**src/rtl/md_sequencer.sv**
```systemverilog
// Multi-cycle mul/div sequencer: stalls fetch, pulses the multdiv start, waits for ready, drives writeback.
// Latency: detect cycle + START + N WAIT cycles + WB (WAIT bounded by TIMEOUT_CYCLES when MD_TIMEOUT_EN).
// Backpressure: stall held from detect through WAIT, released in WB; md_rdy ignored outside WAIT.
module md_sequencer #(
    parameter logic [4:0] OP_RTYPE       = 5'd0,
    parameter logic [4:0] ALUOP_MUL      = 5'd6,
    parameter logic [4:0] ALUOP_DIV      = 5'd7,
    parameter int         TIMEOUT_CYCLES = 40
) (
    input  logic        clock,
    input  logic        reset,
    input  logic        instr_valid,
    input  logic [4:0]  opcode,
    input  logic [4:0]  aluop,
    input  logic [4:0]  rd,
    input  logic        md_rdy,
    input  logic        md_exception,
    output logic        stall,
    output logic        ctrl_mult,
    output logic        ctrl_div,
    output logic        wb_en,
    output logic        wb_sel_rstatus,
    output logic [4:0]  wb_addr,
    output logic [31:0] rstatus_val
);

    typedef enum logic [1:0] {IDLE, START, WAIT, WB} state_t;

    state_t      state, state_nxt;
    logic        is_div, exc, tmo;
    logic [4:0]  rd_q;
    logic        md_detect, latch_op, timeout_hit;

    assign md_detect = instr_valid && (opcode == OP_RTYPE) &&
                       ((aluop == ALUOP_MUL) || (aluop == ALUOP_DIV));

`ifdef MD_TIMEOUT_EN
    localparam int             CW       = $clog2(TIMEOUT_CYCLES + 1);
    localparam logic [CW-1:0]  TMO_LAST = CW'(TIMEOUT_CYCLES - 1);
    localparam logic [CW-1:0]  TMO_MAX  = CW'(TIMEOUT_CYCLES);

    logic [CW-1:0] cnt;

    assign timeout_hit = (state == WAIT) && (cnt == TMO_LAST);

    always_ff @(posedge clock or negedge reset) begin
        if (!reset) begin
            cnt <= '0;
            tmo <= 1'b0;
        end else begin
            if (state == START) begin
                cnt <= '0;
            end else if ((state == WAIT) && (cnt != TMO_MAX)) begin
                cnt <= cnt + 1'b1;
            end
            if (state == WAIT) begin
                tmo <= !md_rdy && timeout_hit;
            end
        end
    end
`else
    assign timeout_hit = 1'b0;
    assign tmo         = 1'b0;
`endif

    always_comb begin
        state_nxt      = state;
        stall          = 1'b0;
        ctrl_mult      = 1'b0;
        ctrl_div       = 1'b0;
        wb_en          = 1'b0;
        wb_sel_rstatus = 1'b0;
        wb_addr        = 5'd0;
        rstatus_val    = 32'd0;
        latch_op       = 1'b0;
        case (state)
            IDLE: begin
                stall = md_detect;
                if (md_detect) begin
                    latch_op  = 1'b1;
                    state_nxt = START;
                end
            end
            START: begin
                // md_rdy may still be high from the previous op, so it is not looked at here
                stall     = 1'b1;
                ctrl_mult = !is_div;
                ctrl_div  = is_div;
                state_nxt = WAIT;
            end
            WAIT: begin
                stall = 1'b1;
                if (md_rdy || timeout_hit) begin
                    state_nxt = WB;
                end
            end
            WB: begin
                if (exc) begin
                    wb_en          = 1'b1;
                    wb_sel_rstatus = 1'b1;
                    wb_addr        = 5'd30;
                    rstatus_val    = tmo ? 32'd6 : (is_div ? 32'd5 : 32'd4);
                end else begin
                    wb_en   = |rd_q;
                    wb_addr = rd_q;
                end
                state_nxt = IDLE;
            end
            default: state_nxt = IDLE;
        endcase
    end

    always_ff @(posedge clock or negedge reset) begin
        if (!reset) begin
            state  <= IDLE;
            is_div <= 1'b0;
            rd_q   <= 5'd0;
            exc    <= 1'b0;
        end else begin
            state <= state_nxt;
            if (latch_op) begin
                is_div <= (aluop == ALUOP_DIV);
                rd_q   <= rd;
            end
            if (state == WAIT) begin
                if (md_rdy) begin
                    exc <= md_exception;
                end else if (timeout_hit) begin
                    exc <= 1'b1;
                end
            end
        end
    end

endmodule

```
**config.mk**
```make
export PLATFORM = sky130hd
export DESIGN_NAME = md_sequencer
export DESIGN_NICKNAME = d
export VERILOG_FILES = /design/src/rtl/md_sequencer.sv
export SDC_FILE = /design/constraint.sdc
export NUM_CORES = 1
export LEC_CHECK = 0
export ABC_AREA = 0
export CAP_MARGIN = 0
export CORE_UTILIZATION = 37
export DETAILED_ROUTE_END_ITERATION = 7
export HOLD_SLACK_MARGIN = 0.1
export PLACE_DENSITY = 0.84
export SLEW_MARGIN = 5
export SYNTH_ARGS = -nofsm -noshare
export SYNTH_HDL_FRONTEND = slang
export SYNTH_SLANG_ARGS = --single-unit
export TNS_END_PERCENT = 1
```
**constraint.sdc**
```tcl
create_clock -name clock -period 2.4 [get_ports clock]
set_input_delay 0.24 -clock clock [delete_from_list [all_inputs] [get_ports clock]]
set_output_delay 0.24 -clock clock [all_outputs]
set_load 0.005 [all_outputs]
```
=== Word level (Yosys, flattened, before mapping) ===
Cells that the tools add are included.

* Input bits: 20
* Output and inout port bits: 42
* Word-level logic and storage cells: 38
* Flip-flop bits (word level): 9

* Reduce and logical (&&, ||, !) cells: 10
* Muxes and demuxes: 17
* Eq/ne operators: 7

{| class="wikitable"
|+ Operators with widths
! kind !! number
|-
| 5-bit by 3-bit == test with 1-bit output, second input constant || 2
|-
| 5-bit 2-to-1 mux || 2
|-
| 1-bit 2-to-1 mux || 9
|-
| 2-bit case mux with 4 select lines || 1
|-
| 3-bit 2-to-1 mux || 2
|-
| 5-bit zero test || 1
|-
| 5-bit OR reduction || 1
|-
| 2-bit == test, second input constant || 2
|-
| 2-bit 2-to-1 mux || 2
|-
| 2-bit != test, second input constant || 2
|-
| 2-bit AND reduction || 2
|-
| 2-bit by 1-bit == test with 1-bit output, second input constant || 1
|-
| 1-bit logical AND || 2
|-
| 2-bit zero test || 1
|-
| 1-bit case mux with 2 select lines || 1
|-
| 2-bit OR reduction || 1
|-
| 1-bit zero test || 1
|-
| 1-bit logical OR || 1
|}

=== Depth between registers and ports, before layout ===
* Depth after elaboration: 5
* Depth in mapped cells: 5
* Depth with buffers taken out: 5

=== Least setup slack after synthesis ===
OpenSTA, ideal clock, no wires.

* Path type: register -> register
* Start point: reg state[0]
* End point: reg state[0]
* Cell stages (with the launch flop): 6
* Period minus slack after synthesis: 1.367 ns
* Setup slack: 1.033 ns
* Data required time: 2.260 ns
* Arrival time: 1.227 ns
* Path buffers: 0
* Library setup time: 0.140 ns
* Cells stage by stage: dfrtp_1 inv_1 ha_1 or3_1 o221ai_1 a311oi_1

* Word-level cells in the longest chain between the ends: 3
* Elaborated cells between the ends (all ways): 8
* Those cells by class: 5 x eq/ne; 1 x mux; 2 x reduce/logical

{| class="wikitable"
|+ RTL lines
! element !! RTL line !! RTL
|-
| start, declared || 29 || <nowiki>state_t state, state_nxt;</nowiki>
|-
| start signal, assigned || 120 || <nowiki>state <= state_nxt;</nowiki>
|-
| 2-bit == test / 2-bit zero test (equally long branches) || 76 || <nowiki>case (state)</nowiki>
|-
| 2-bit != test (no line) || - ||
|-
| 2-bit AND reduction (no line) || - ||
|}

Parallel ways exist; a longest one is shown, timed or not.
A chain may end at the register's enable or synchronous reset.

=== Final worst setup path ===
* Start point: in opcode[1]
* End point: out stall

* Word-level cells in the longest chain between the ends: 4

{| class="wikitable"
|+ RTL lines
! element !! RTL line !! RTL
|-
| start, declared || 13 || <nowiki>input logic [4:0] opcode,</nowiki>
|-
| 5-bit zero test || 34 || <nowiki>assign md_detect = instr_valid && (opcode == OP_RTYPE) &&</nowiki>
|-
| 1-bit logical AND (2 in a row) || 34 ||
|-
| 1-bit case mux with 2 select lines || 76 ||
|-
| end, declared || 18 || <nowiki>output logic stall,</nowiki>
|}

Every way passes these cells.

==> flow_summary.json <==
{
  "reg2reg_depth": 5,
  "cp_max_fo": 5,
  "ys_warn_count": 0,
  "cts.reportedPaths.clkPinSlew_ps": 60,
  "die_h_um": 50.9,
  "fin_worst_skew_ps": 3.59,
  "r2r_end": "is_div",
  "synthTopCellsByCount": "31 x buf_4, 9 x dfrtp_1, 7 x mux2_2",
  "post-synth-top-count-cell": "buf_4",
  "grt_usage_pct": 13.0,
  "syn_avg_cell_area_um2": 9.71,
  "fp-row-count": 17,
  "grt_antenna_before_repair": 0,
  "drive_gt1_share_pct": 13.8,
  "yosysUniqueCellTypes": 31,
  "first_pass_iters": 4,
  "synthCells": 91,
  "grt_pass1_wl_mm": 2.46,
  "yosysTopAreaCell": "buf_4",
  "post-place-ws_ps": 195,
  "dp.cells": 147,
  "ioPinCount": 62,
  "cts_hold_buf": 0,
  "syn_to_final_growth_pct": 28.0,
  "vias": 667,
  "crit_type": "in2out",
  "power_density_nw_per_um2": 741,
  "fillers": 201,
  "grt_pass1_vias": 612,
  "cts_max_level": 1,
  "fmax_ghz": 0.457,
  "multiInputGateArea_um2": 515,
  "synth_area_leaders": "buf_4 26%, dfrtp_1 25%, mux2_2 8.9%, ha_1 7.1%, o21a_1 3.4%",
  "ff2ff_setup_slack_ps": 850,
  "drc_errors": 0,
  "root_buffer": "clkbuf_4",
  "rsz0062_at_grt": "false",
  "vdd_ir_drop_max_v": 0.000527,
  "crit_path_start_kind": "primary input",
  "period_share_pct": 91.2,
  "vias_per_cell": 4.42,
  "finalSetupViolCount": 0,
  "async_flop_share_pct": 100,
  "crit_required_ps": 2160,
  "hp-class": "in2async",
  "n_antenna_cell": 0,
  "cts_inserted_buffers": 3,
  "ctsResizeCount": 0,
  "tritoncts": "built",
  "clock_path_buffers": 2,
  "layout.nets": 149,
  "p_int_uw": 537,
  "ys.flop_type": "dfrtp_1",
  "grt_max_degree": 10,
  "hpwl_mm": 1.26,
  "die_area_um2": 2590,
  "clock-sinks": 9,
  "core_um2": 2230,
  "critPathCaptureType": "primary output",
  "fin_tns_setup_ps": 0,
  "period_minus_slack_ps": 2190,
  "synth_seq_cells": 9,
  "synth-edff-count": 0,
  "gp_congestion": 0.746,
  "initial_core_util_pct": 39.6,
  "hold_violations": 0,
  "finalWorstSetupSlack_ps": 212,
  "clkPwrFrac_pct": 13.5,
  "leakage_uw": 0.000543,
  "drtAntennaViolNets": 0,
  "die_w_um": 50.9,
  "register_area_um2": 225,
  "outcome": "finished clean",
  "p_sw_share_pct": 36.0,
  "fin_cells": 151,
  "drv_cap": 0,
  "avgRoutedWirePerCell_um": 9.68,
  "seq_power_share_pct": 27.1,
  "netlist.area_leader.share_pct": 26.3,
  "comb_power_share_pct": 59.3,
  "routed_wl_mm": 1.46,
  "clk_latency_ps": 260,
  "crit_arrival_ps": 1950,
  "port_buffers": 31,
  "p_sw_uw": 302,
  "synth_area_um2": 883,
  "slew_violations": 0,
  "ys_seq_area_share_pct": 25.5,
  "drtIter0Drc": 9,
  "grt_overflow": 0,
  "r2r-start": "state[0]",
  "post_cts_buffers": 0
}
[metrics by stage]
step	hold slack, ps	area, um^2	total power [uW]	utilization, %
final	281	1130	839	50.6
after floorplan	-55.6	992	555	-
after global placement	509	1100	716	49.5
after detailed placement	520	1100	732	49.5
after CTS	278	1130	854	50.6
after global routing	311	1130	915	50.6
[cells by family (layout without fill, tap and decap cells)]
family                   count (synthesis)  in the layout  synth area share, %
flip-flops                               9              9                 25.5
multiplexers                             7              7                 8.92
AO/OA/AOI/OAI                           11             11                 9.92
adder cells (fa/ha/maj)                  5              5                 7.08
AND/OR/NAND/NOR                         22             22                 19.7
other                                    1             30                0.425
buffers and inverters                   36             39                 28.5
[power groups by stage]
stage | combinational [uW] | sequential (uW) | clock [uW]
after floorplan | 351 | 204 | 0
after global placement | 488 | 228 | 0
after detailed placement | 500 | 232 | 0
after CTS | 503 | 229 | 122
after global routing | 552 | 235 | 128
final | 498 | 227 | 114
[state kept, by name, summed over array words and instances (netlist names)]
signal,cells
is_div,1
state,2
rd_q,5
exc,1
[area by class of cell]
type | instances | area share [%]
Clock buffer | 4 | 2.32
Inverter | 3 | 0.996
Multi-Input combinational cell | 75 | 45.6
Sequential cell | 9 | 19.9
Tap cell | 28 | 3.10
Timing Repair Buffer | 32 | 28.1
[worst max-delay path: stages]
cell	delay (ps)
clkdlybuf4s50_1	440
nor4_4	450
nand4_4	130
a21oi_1	160
clkdlybuf4s50_1	520
[per-layer routing]
metal	global-route usage, %	vias to the layer above	share of wire, %
met5	0	-	0
met4	5.56	0	0.68
met3	5.65	2	7.0
met2	24.0	33	54
met1	12.3	316	39
li1	-	316	-
[placed cells by master, fill, tap and decap left out, drive strengths merged, types with 2 or more instances in the layout]
cell type      count
clkdlybuf4s50     31
conb              30
dfrtp              9
mux2               7
ha                 5
o21a               4
clkbuf             4
inv                3
nand2              3
nand2b             3
and2               2
nor2b              2
[how the worst max path moves through the flow]
stage                          from       end  cells after the start
after global placement    opcode[1]     stall                      5
after floorplan            state[0]  state[0]                      5
after CTS                 opcode[1]     stall                      5
final                     opcode[1]     stall                      5
after detailed placement  opcode[1]     stall                      5
after global routing       state[0]     stall                      5
Power figures use the tool's default switching activity.
